`config.mk`:
```
export PLATFORM = sky130hd
export DESIGN_NAME = led_shift_driver_flat
export DESIGN_NICKNAME = d
export VERILOG_FILES = /design/src/rtl/led_pkg.sv /design/src/rtl/led_shift_driver_if.sv /design/src/rtl/led_clk_div.sv /design/src/rtl/led_shift_driver.sv /design/src/flat_wrapper.sv
export SDC_FILE = /design/constraint.sdc
export NUM_CORES = 1
export LEC_CHECK = 0
export ABC_AREA = 1
export BUFFER_PORTS_ARGS = -buffer_cell sky130_fd_sc_hd__buf_2
export CAP_MARGIN = 20
export CORE_MARGIN = 1.5
export CORE_UTILIZATION = 39
export CTS_BUF_LIST = sky130_fd_sc_hd__clkbuf_8
export CTS_CLUSTER_SIZE = 8
export DETAILED_ROUTE_END_ITERATION = 10
export PLACE_DENSITY = 0.66
export SLEW_MARGIN = 15
export SYNTH_ARGS = -nofsm -noshare
export SYNTH_HDL_FRONTEND = slang
export SYNTH_HIERARCHICAL = 1
export SYNTH_SLANG_ARGS = --single-unit
```
`constraint.sdc`:
```
create_clock -name csi_clk -period 3.74 [get_ports csi_clk]
set_input_delay 0.561 -clock csi_clk [delete_from_list [all_inputs] [get_ports csi_clk]]
set_output_delay 0.561 -clock csi_clk [all_outputs]
set_load 0.02 [all_outputs]
```
`src/rtl/led_pkg.sv`:
```
// Shared definitions for the LED shift driver: FSM state encoding and register addresses.
package led_pkg;

  typedef enum logic [1:0] {
    StIdle    = 2'd0,
    StShiftLo = 2'd1,
    StShiftHi = 2'd2,
    StLatch   = 2'd3
  } led_state_e;

  localparam logic [1:0] ADDR_DATA   = 2'd0;
  localparam logic [1:0] ADDR_STATUS = 2'd1;
  localparam logic [1:0] ADDR_CTRL   = 2'd2;

  localparam int unsigned DivW = 8;

endpackage

```
`src/rtl/led_shift_driver_if.sv`:
```
// Avalon-MM slave bus bundle for the LED shift driver (write/read strobes, no waitrequest).
interface led_shift_driver_if;
  logic [1:0]  address;
  logic        write;
  logic [31:0] writedata;
  logic        read;
  logic [31:0] readdata;

  modport master (
    output address,
    output write,
    output writedata,
    output read,
    input  readdata
  );

  modport slave (
    input  address,
    input  write,
    input  writedata,
    input  read,
    output readdata
  );
endinterface

```
`src/rtl/led_clk_div.sv`:
```
// Half-period timer: load restarts a CLK_DIV-cycle interval, tick marks its last cycle.
module led_clk_div
  import led_pkg::*;
#(
  parameter int unsigned ClkDiv = 4
) (
  input  logic clk_i,
  input  logic rst_ni,
  input  logic load_i,
  output logic tick_o
);

  localparam logic [DivW-1:0] Reload = DivW'(ClkDiv - 1);

  logic [DivW-1:0] cnt_q, cnt_d;

  // Count down and park at zero; never wraps past the reload value.
  always_comb begin
    cnt_d = cnt_q;
    if (load_i) begin
      cnt_d = Reload;
    end else if (cnt_q != '0) begin
      cnt_d = cnt_q - 1'b1;
    end
  end

  always_ff @(posedge clk_i) begin
    if (!rst_ni) begin
      cnt_q <= '0;
    end else begin
      cnt_q <= cnt_d;
    end
  end

  assign tick_o = (cnt_q == '0);

endmodule

```
`src/rtl/led_shift_driver.sv`:
```
// Serialises one DATA_W-bit word MSB first to an LED driver chain, then pulses latch.
module led_shift_driver
  import led_pkg::*;
#(
  parameter int unsigned DATA_W  = 16,
  parameter int unsigned CLK_DIV = 4
) (
  input  logic                      csi_clk,
  input  logic                      rsi_reset_n,
  led_shift_driver_if.slave         avs,
  output logic                      led_sdi,
  output logic                      led_sclk,
  output logic                      led_latch,
  output logic                      led_oe_n
);

  localparam int unsigned CntW = (DATA_W > 1) ? $clog2(DATA_W) : 1;

  led_state_e        state_q, state_d;
  logic [DATA_W-1:0] shreg_q, shreg_d;
  logic [CntW-1:0]   bitcnt_q, bitcnt_d;
  logic              busy_q, busy_d;
  logic              overrun_q, overrun_d;
  logic              oe_n_q, oe_n_d;
  logic              sdi_q, sdi_d;
  logic              sclk_q, sclk_d;
  logic              latch_q, latch_d;
  logic [31:0]       rdata_q, rdata_d;

  logic div_load;
  logic div_tick;
  logic data_wr;
  logic ctrl_wr;
  logic unused_wdata;

  assign data_wr      = avs.write && (avs.address == ADDR_DATA);
  assign ctrl_wr      = avs.write && (avs.address == ADDR_CTRL);
  assign unused_wdata = ^avs.writedata;

  led_clk_div #(
    .ClkDiv (CLK_DIV)
  ) u_clk_div (
    .clk_i  (csi_clk),
    .rst_ni (rsi_reset_n),
    .load_i (div_load),
    .tick_o (div_tick)
  );

  always_comb begin
    state_d  = state_q;
    shreg_d  = shreg_q;
    bitcnt_d = bitcnt_q;
    div_load = 1'b0;
    unique case (state_q)
      StIdle: begin
        if (data_wr) begin
          shreg_d  = avs.writedata[DATA_W-1:0];
          bitcnt_d = CntW'(DATA_W - 1);
          state_d  = StShiftLo;
          div_load = 1'b1;
        end
      end
      StShiftLo: begin
        if (div_tick) begin
          state_d  = StShiftHi;
          div_load = 1'b1;
        end
      end
      StShiftHi: begin
        if (div_tick) begin
          div_load = 1'b1;
          if (bitcnt_q == '0) begin
            state_d = StLatch;
          end else begin
            shreg_d  = shreg_q << 1;
            bitcnt_d = bitcnt_q - 1'b1;
            state_d  = StShiftLo;
          end
        end
      end
      StLatch: begin
        if (div_tick) begin
          state_d  = StIdle;
          div_load = 1'b1;
        end
      end
      default: state_d = StIdle;
    endcase
  end

  // Outputs are computed from next state so the pins flip on the same edge as the FSM.
  always_comb begin
    busy_d  = (state_d != StIdle);
    sclk_d  = (state_d == StShiftHi);
    latch_d = (state_d == StLatch);
    sdi_d   = ((state_d == StShiftLo) || (state_d == StShiftHi)) ? shreg_d[DATA_W-1] : 1'b0;

    overrun_d = overrun_q;
    if (ctrl_wr && avs.writedata[1]) begin
      overrun_d = 1'b0;
    end
    if (data_wr && (state_q != StIdle)) begin
      overrun_d = 1'b1;
    end

    oe_n_d = ctrl_wr ? ~avs.writedata[0] : oe_n_q;

    rdata_d = rdata_q;
    if (avs.read) begin
      rdata_d = (avs.address == ADDR_STATUS) ? {30'b0, overrun_q, busy_q} : 32'b0;
    end
  end

  always_ff @(posedge csi_clk) begin
    if (!rsi_reset_n) begin
      state_q   <= StIdle;
      shreg_q   <= '0;
      bitcnt_q  <= '0;
      busy_q    <= 1'b0;
      overrun_q <= 1'b0;
      oe_n_q    <= 1'b1;
      sdi_q     <= 1'b0;
      sclk_q    <= 1'b0;
      latch_q   <= 1'b0;
      rdata_q   <= '0;
    end else begin
      state_q   <= state_d;
      shreg_q   <= shreg_d;
      bitcnt_q  <= bitcnt_d;
      busy_q    <= busy_d;
      overrun_q <= overrun_d;
      oe_n_q    <= oe_n_d;
      sdi_q     <= sdi_d;
      sclk_q    <= sclk_d;
      latch_q   <= latch_d;
      rdata_q   <= rdata_d;
    end
  end

  assign led_sdi      = sdi_q;
  assign led_sclk     = sclk_q;
  assign led_latch    = latch_q;
  assign led_oe_n     = oe_n_q;
  assign avs.readdata = rdata_q;

endmodule

```
`src/flat_wrapper.sv`:
```
// flat-port wrapper written by rule: the top's interface ports become plain ports
module led_shift_driver_flat import led_pkg::*;
#(
  parameter int unsigned DATA_W  = 16,
  parameter int unsigned CLK_DIV = 4
)
  (csi_clk, rsi_reset_n, led_sdi, led_sclk, led_latch, led_oe_n, avs_address, avs_write, avs_writedata, avs_read, avs_readdata);
  led_shift_driver_if avs_i ();
  input  logic csi_clk;
  input  logic rsi_reset_n;
  output logic led_sdi;
  output logic led_sclk;
  output logic led_latch;
  output logic led_oe_n;
  input wire logic [$bits(avs_i.address)-1:0] avs_address;
  input wire logic [$bits(avs_i.write)-1:0] avs_write;
  input wire logic [$bits(avs_i.writedata)-1:0] avs_writedata;
  input wire logic [$bits(avs_i.read)-1:0] avs_read;
  output wire logic [$bits(avs_i.readdata)-1:0] avs_readdata;
  assign avs_i.address = avs_address;
  assign avs_i.write = avs_write;
  assign avs_i.writedata = avs_writedata;
  assign avs_i.read = avs_read;
  assign avs_readdata = avs_i.readdata;
  led_shift_driver #(.DATA_W(DATA_W), .CLK_DIV(CLK_DIV)) u_core (.csi_clk(csi_clk), .rsi_reset_n(rsi_reset_n), .avs(avs_i), .led_sdi(led_sdi), .led_sclk(led_sclk), .led_latch(led_latch), .led_oe_n(led_oe_n));
endmodule
```
# Word-level counts from Yosys, hierarchy flattened
# Index checks and enable logic that the tools add are counted.
dict set report totals {
  in_bits 38
  reg_bits 68
  output_inout_bits 36
}
dict set report op_classes {
  n_addsub 2
  muxes 22
  n_bitwise 2
  n_reduce_logical 19
  eq_ne 11
}
# cell count
set op_table {}
lappend op_table {{$mux W16} 3}
lappend op_table {{$pmux W16 S2} 1}
lappend op_table {{$mux W2} 8}
lappend op_table {{$mux W4} 3}
lappend op_table {{$eq A2 B2 Y1 const B} 5}
lappend op_table {{$reduce_bool A2 Y1} 5}
lappend op_table {{$logic_not A8 Y1} 1}
lappend op_table {{$pmux W2 S4} 1}
lappend op_table {{$pmux W4 S2} 1}
lappend op_table {{$reduce_bool A8 Y1} 1}
lappend op_table {{$sub A8 B1 Y8 const B} 1}
lappend op_table {{$eq A2 B1 Y1 const B} 3}
lappend op_table {{$logic_and A1 B1 Y1} 4}
lappend op_table {{$logic_not A2 Y1} 2}
lappend op_table {{$logic_not A4 Y1} 1}
lappend op_table {{$mux W1} 4}
lappend op_table {{$ne A2 B1 Y1 const B} 2}
lappend op_table {{$reduce_and A4 Y1} 1}
lappend op_table {{$sub A4 B1 Y4 const B} 1}
lappend op_table {{$reduce_or A3 Y1} 1}
lappend op_table {{$ne A2 B2 Y1 const B} 1}
lappend op_table {{$not A1 Y1} 2}
lappend op_table {{$pmux W1 S2} 1}
lappend op_table {{$reduce_and A2 Y1} 1}
lappend op_table {{2 further kinds} 2}

# Depth between registers and ports, before layout
# Gate-level depths: netlist (run 1).
dict set report depth {
  word_depth 7
  mapped_depth 12
  ltp_nobuf 11
}

# Cells and area by module
# The synthesis (run 1) kept the hierarchy.
# module cells_each area_per_inst_um2 n_inst
set modules_own_cells {}
lappend modules_own_cells {led_shift_driver 242 1830.5 1}
lappend modules_own_cells {led_clk_div 65 449.2 1}

# Least setup slack after synthesis (run 1)
# No wires, ideal clock.
dict set report synth_path {
  path_type {flip-flop to flip-flop}
  from {reg u_core.u_clk_div.cnt_q[0]}
  to {reg u_core.sdi_q (netlist: u_core/led_sdi)}
  synth_period_minus_slack_ps 1701
  stages_incl_launch_ff 11
  arrival_ps 1637
  path_slack_ps 2039
  cell_sequence {dfxtp_1 inv_1 ha_1 nand2_2 nor2_8 buf_2 o21ai_0 nand2_1 inv_1 ha_1 nor2_1}
}
dict set report synth_via {
  elab_chain_cells 6
  elab_cells_between_ends 11
  cone_classes {eq/ne: 2; mux: 6; reduce/logical: 3}
}
# element line
set synth_rtl {}
lappend synth_rtl {{start, declared} led_clk_div.sv:15} ;# logic [DivW-1:0] cnt_q, cnt_d;
lappend synth_rtl {{start signal, assigned} led_clk_div.sv:31} ;# cnt_q <= cnt_d;
lappend synth_rtl {{$logic_not A8 Y1 *} led_clk_div.sv:35} ;# assign tick_o = (cnt_q == '0);
lappend synth_rtl {{via u_core.div_tick} led_shift_driver.sv:31} ;# logic div_tick;
lappend synth_rtl {{$mux W2, on equally long branches} {led_shift_driver.sv:82, led_shift_driver.sv:64, led_shift_driver.sv:70}}
lappend synth_rtl {{$pmux W2 S4 *} led_shift_driver.sv:54} ;# unique case (state_q)
lappend synth_rtl {{via u_core.state_d[0]} led_shift_driver.sv:19} ;# led_state_e state_q, state_d;
lappend synth_rtl {{$eq A2 B1 Y1 or $eq A2 B2 Y1 (tied branches)} led_shift_driver.sv:96} ;# sdi_d = ((state_d == StShiftLo) || (state_d == StShiftHi)) ? shreg_d[DATA_W-1] : 1'b0;
lappend synth_rtl {{$logic_or A1 B1 Y1 *} led_shift_driver.sv:96}
lappend synth_rtl {{$reduce_and A2 Y1 (no line) *} --}
lappend synth_rtl {{end signal, assigned} led_shift_driver.sv:133} ;# sdi_q <= sdi_d;
lappend synth_rtl {{end, declared} led_shift_driver.sv:25} ;# logic sdi_q, sdi_d;
# The timed path passes the listed nets; every way through them passes the cells marked *. The select of a mux whose other input is x is not followed.
# A chain may end at the register's enable or synchronous reset.

# Final worst setup path (run 1)
dict set report layout_path {
  from {reg u_core.u_clk_div.cnt_q[0]}
  to {reg u_core.shreg_q[2]}
}
dict set report layout_via {
  elab_chain_cells 3
}
# element line
set layout_rtl {}
lappend layout_rtl {{$logic_not A8 Y1} led_clk_div.sv:35}
lappend layout_rtl {{via u_core.div_tick} led_shift_driver.sv:31}
lappend layout_rtl {{$ne A2 B1 Y1 (no line)} --}
lappend layout_rtl {{$reduce_and A4 Y1 (no line)} --}
lappend layout_rtl {{end signal, assigned} led_shift_driver.sv:128} ;# shreg_q <= shreg_d;
lappend layout_rtl {{end, declared} led_shift_driver.sv:20} ;# logic [DATA_W-1:0] shreg_q, shreg_d;
# The timed path passes the listed nets, and every way through them passes these cells.

==> run summary, run 1 <==
initial antenna violation count = 0
CP Launch Type = flop
WP data required = 3920 ps
vias in the first global route = 1,679
Slowest-stage cell, CP = dfxtp_1
Max Fclk = 491 MHz
RSZ-0062 raised after global routing = false
vias = 1,806
Via density = 4.48
CTS tree = yes
clk slew on worst S/H paths = 80 ps
final setup violation count = 0
Die Y = 79.5 um
Tcrit/Tclk final = 0.545
drt wl/cell = 9.69 um
diode count = 0
drt pass-1 iters = 4
CP most frequent cell = nor2_2
hold-fix buffers at CTS = 0
RD Place Congestion = 0.759
CORE AREA = 0.00557 mm2
setup tns final = 0 ps
overall routing resource usage = 0.139
Pwr Density = 623 mW/mm2
Worst Path Arrival = 2220 ps
Cell variety after synth = 34
IO buf count = 27
Antenna Nets Post-Route = 0
fin nets = 373
post-route minimum period = 2040 ps
Die X = 79.5 um
Setup Skew = 10.9 ps
peak supply drop = 0.316 mV
H-tree depth = 2
global-route wire length before repair = 7090 um
Root Driver = clkbuf_8
Area Overhead vs Synth = 5.54%
most common cell after layout, fill and taps aside = nand2_1
FF+latch count, synth = 38
Worst Setup End Kind = flop
slowest stage delay, CP = 330 ps
most frequent cells in the layout = nand2_1, inv_1, dfxtp_1
# DRC = 0
max_cap viols = 0
status = finished, final reports clean
HPWL after DPL = 2770 um
Pleak = 1.13 nW
CP Max Fanout = 17
synthesized area = 0.00228 mm2
Final Power = 1.50 mW
worst path cell trace = inv_1 -> ha_1 -> nand2_2 -> nor2_8 -> nand3_4 -> nand2_4 -> inv_2 -> nor2_2 -> nor2_2
die area = 0.00631 mm2
Rows = 27
drt total wl = 3900 um
Top Ports = 74
CTS buffer count = 5
CTS Buffer Depth = 2
total grt overflow = 0
Initial Utilization = 0.409
clock sinks = 38
Hold Path Class = flop to flop
Post-Syn Instances = 307
max-slew violations = 0
initial DRC count = 87
Worst Path Class, Setup = flop to flop
Hold Vio Cnt, Final = 0
layout cells sized above 1 = 0.254
Synth Warn # = 6
post-synthesis sequential area ratio = 0.334
Avg Cell Area, Syn = 7.43 um2
clk_lat worst skew = 290 ps
pin count of the biggest net entering global routing = 22
postcts setup bufs = 0
CTS resizes = 0
-- final cells by class --
class	instances	area (um2)
Clock buffer	6	82.6
Clock inverter	2	8.76
Fill cell	581	3170
Inverter	42	160
Multi-Input combinational cell	216	1170
Sequential cell	38	761
Tap cell	72	90.1
Timing Repair Buffer	27	135
-- critical path: cells and delay by family, from the launching register on --
kind	cells	cell delay, ps
simple gates	6	1120
flops	1	330
buf+inv	2	250
fa+ha+maj	1	220
-- metal layers --
metal	GRT usage	up-vias	share of wire
met3	0.0309	5	0.048
met4	0.0474	0	0.012
li1	-	952	-
met5	0	-	0
met2	0.242	56	0.45
met1	0.167	793	0.49
-- through the flow --
| step | setup slack (ps) | utilization | cell area, um2 | hold slack [ps] | instances |
|---|---|---|---|---|---|
| 4_1_cts | 1680 | 0.432 | 2410 | 470 | 403 |
| 2_1_floorplan | 2040 | - | 2390 | 439 | 336 |
| 3_3_place_gp | 1690 | 0.415 | 2310 | 455 | 395 |
| 3_5_place_dp | 1700 | 0.415 | 2310 | 457 | 395 |
| 6_report | 1700 | 0.432 | 2410 | 466 | 403 |
| 5_1_grt | 1550 | 0.432 | 2410 | 481 | 403 |
-- cells by family (layout without fill, tap and decap cells) --
logic type | count (synthesis) | count (layout) | share of synthesized area
compound gates | 45 | 45 | 0.121
xor+xnor | 3 | 3 | 0.0115
fa+ha+maj | 5 | 5 | 0.0274
buf+inv | 82 | 77 | 0.201
flops | 38 | 38 | 0.334
other cells | 1 | 30 | 0.00164
simple gates | 133 | 133 | 0.304
-- sequential cells by signal (all words and copies together) (netlist names) --
signal and count:
u_core/led_sdi 1, u_core/bitcnt_q 4, u_core/avs.readdata 2, u_core/state_q 2, u_core/overrun_q 1, u_core/led_latch 1
u_core/u_clk_div/cnt_q 8, u_core/shreg_q 16, u_core/led_oe_n 1, u_core/busy_q 1, u_core/led_sclk 1
-- power breakdown --
part / total, mW / switching [mW] / leakage (nW) / internal [mW]
clock: 0.289 / 0.143 / 0.0524 / 0.146
sequential: 0.541 / 0.0556 / 0.311 / 0.486
combinational: 0.668 / 0.444 / 0.767 / 0.224
-- worst paths after layout --
check,from,end,slack (ps),depth (start not counted)
hold / removal,u_core/busy_q,u_core/avs.readdata[0],470,2
hold reg to reg,u_core/busy_q,u_core/avs.readdata[0],470,2
setup / recovery,u_core/u_clk_div/cnt_q[0],u_core/shreg_q[2],1700,9
setup reg to reg,u_core/u_clk_div/cnt_q[0],u_core/shreg_q[2],1700,9
-- Yosys cell counts, drive strengths merged --
cell,number,area share
dfxtp,38,0.33
nand4,9,0.025
and2,2,0.0055
xor2,1,0.0038
conb,1,0.0016
xnor2,2,0.0077
nand2,60,0.11
nor2,42,0.10
nand3,18,0.053
a21oi,17,0.042
buf,37,0.13
inv,42,0.070
clkbuf,3,0.0049
o21a,5,0.016
ha,5,0.027
nor3,1,0.0022
o21ai,23,0.062
or2,1,0.0027
Power figures use the tool's default switching activity.
==> run 2, diff against run 1 <==
Clock period 3.74 ns to 1.9 ns, I/O delays scaled along.
==> run 2 against run 1 <==
  * Sequential power increased by 98%
  * Critical path depth increased by 3
  * Non-clock buffer count increased by 8
  * Via count increased by 1.4%
  * Largest cell class unchanged
  * Highest routed layer unchanged
  * Clock skew decreased by 3.7 ps
  * Clock power increased by 76%
  * Worst setup slack got worse by 1500 ps
  * Largest power group unchanged
  * Wire length decreased by 1.6%
==> run summary, run 2 (synthesis results as in run 1) <==
status = finished, final reports clean
most common cell after layout, fill and taps aside = nand2_1
layout cells sized above 1 = 0.266
wl on met1 = 1800 um
DR WL met2 = 1830 um
Layout Utilization = 0.440
drt wl/cell = 9.37 um
Root Driver = clkbuf_8
Clock Power Share = 0.167
RD Place Congestion = 0.816
internal power = 1.76 mW
max-slew violations = 0
Psw = 1.28 mW
setup slack after placement = 126 ps
RR Startpoint = u_core/u_clk_div/cnt_q[0]
fin nets = 381
Rows = 27
CTS resizes = 0
startpoint of the worst hold path = avs_writedata[0]
overall routing resource usage = 0.137
Hold Vio Cnt, Final = 0
most frequent cells in the layout = nand2_1, inv_1, dfxtp_1
Via density = 4.47
final setup violation count = 0
# DRC = 0
CTS Buffer Depth = 2
clk slew on worst S/H paths = 70 ps
pin count of the biggest net entering global routing = 22
Hold Path Class = input pin to flop
Worst Path Class, Setup = flop to flop
CORE AREA = 0.00557 mm2
drt pass-1 iters = 4
die area = 0.00631 mm2
R2R setup slack = 180 ps
initial antenna violation count = 0
Gate power share = 0.482
RSZ-0062 raised after global routing = false
diode count = 0
hold-fix buffers at CTS = 0
total grt overflow = 0
Worst Setup End Kind = flop
CP Max Fanout = 7
setup tns final = 0 ps
Top reg by flops = u_core/shreg_q
final worst slack = 178 ps
HPWL after DPL = 2860 um
Worst Path Arrival = 1950 ps
FF-to-FF path depth = 12
Sw Share = 0.420
vias = 1,831
Pwr Density = 1240 mW/mm2
H-tree depth = 2
vias in the first global route = 1,680
peak supply drop = 0.643 mV
post-route minimum period = 1720 ps
WP data required = 2120 ps
fill count = 584
CTS tree = yes
Hold Path Stages = 2
Antenna Nets Post-Route = 0
clock sinks = 38
Top Metal Used = met4
Tcrit/Tclk final = 0.906
Die Y = 79.5 um
FF-to-FF End = u_core/u_clk_div/cnt_q[2]
Die X = 79.5 um
WL met3 = 169 um
initial DRC count = 47
Pleak = 1.16 nW
Top Ports = 74
Setup Skew = 7.24 ps
Top Registers = u_core/shreg_q (16), u_core/u_clk_div/cnt_q (8), u_core/bitcnt_q (4)
drt total wl = 3840 um
tightest hold margin = 197 ps
Max Fclk = 581 MHz
clk_lat worst skew = 290 ps
max reg flops = 16
max_cap viols = 0
Area Overhead vs Synth = 7.52%
Initial Utilization = 0.409
Flop pwr share = 0.351
Hold Path End = u_core/led_oe_n
CTS buffer count = 5
CP Launch Type = flop
global-route wire length before repair = 6960 um
IO buf count = 27
-- run 2: timing repair --
| action | CTS | global route |
|---|---|---|
| buffers inserted | 0 | 4 |
| endpoints found under the hold margin | 0 | 0 |
| setup endpoints to repair | 0 | 3 |
-- run 2: stage by stage --
stage | power, mW | instances | area (um2)
2_1_floorplan | 2.25 | 336 | 2390
3_3_place_gp | 2.43 | 399 | 2340
3_5_place_dp | 2.45 | 399 | 2340
4_1_cts | 2.96 | 406 | 2420
5_1_grt | 3.31 | 410 | 2450
6_report | 3.04 | 410 | 2450
-- run 2: worst max-delay path, stage by stage, from the launching register on --
cell and delay (ps):
dfxtp_1 350, inv_1 70, ha_1 240, nand2_2 130, nor2_8 50, buf_4 130, nand2_1 60, nand2_1 50
inv_1 140, nand2_1 110, nor2_4 160, inv_2 70, a21oi_1 110
-- run 2: worst max-delay path by stage --
stage | start | endpoint | slack [ps] | depth (start not counted)
floorplan | u_core/u_clk_div/cnt_q[0] | u_core/led_sdi | 200 | 10
CTS | u_core/u_clk_div/cnt_q[0] | u_core/led_sdi | 90 | 10
global placement | u_core/u_clk_div/cnt_q[0] | u_core/led_sdi | 130 | 10
global route | u_core/u_clk_div/cnt_q[0] | u_core/u_clk_div/cnt_q[6] | 30 | 12
finish | u_core/u_clk_div/cnt_q[0] | u_core/u_clk_div/cnt_q[2] | 180 | 12
detailed placement | u_core/u_clk_div/cnt_q[0] | u_core/led_sdi | 130 | 10
-- run 2: cell type report --
cell class	count	area (um2)	share of cell area
inverters	42	160	0.0653
repair buffers	35	195	0.0796
clock inverters	2	7.51	0.00306
well taps	72	90.1	0.0368
clock buffers	5	68.8	0.0281
flip-flops and latches	38	761	0.310
multi-input cells	216	1170	0.477
-- run 2: power groups by stage --
stage	clock network [mW]	registers, mW	logic (mW)
CTS	0.523	1.07	1.37
global route	0.551	1.09	1.67
detailed placement	0	1.09	1.36
floorplan	0	1.08	1.17
finish	0.508	1.07	1.47
global placement	0	1.08	1.34
-- run 2: routing by layer --
metal / global-route usage / vias up
met5: 0 / -
met4: 0.0474 / 0
met3: 0.0343 / 6
met2: 0.239 / 50
met1: 0.161 / 815
li1: - / 960
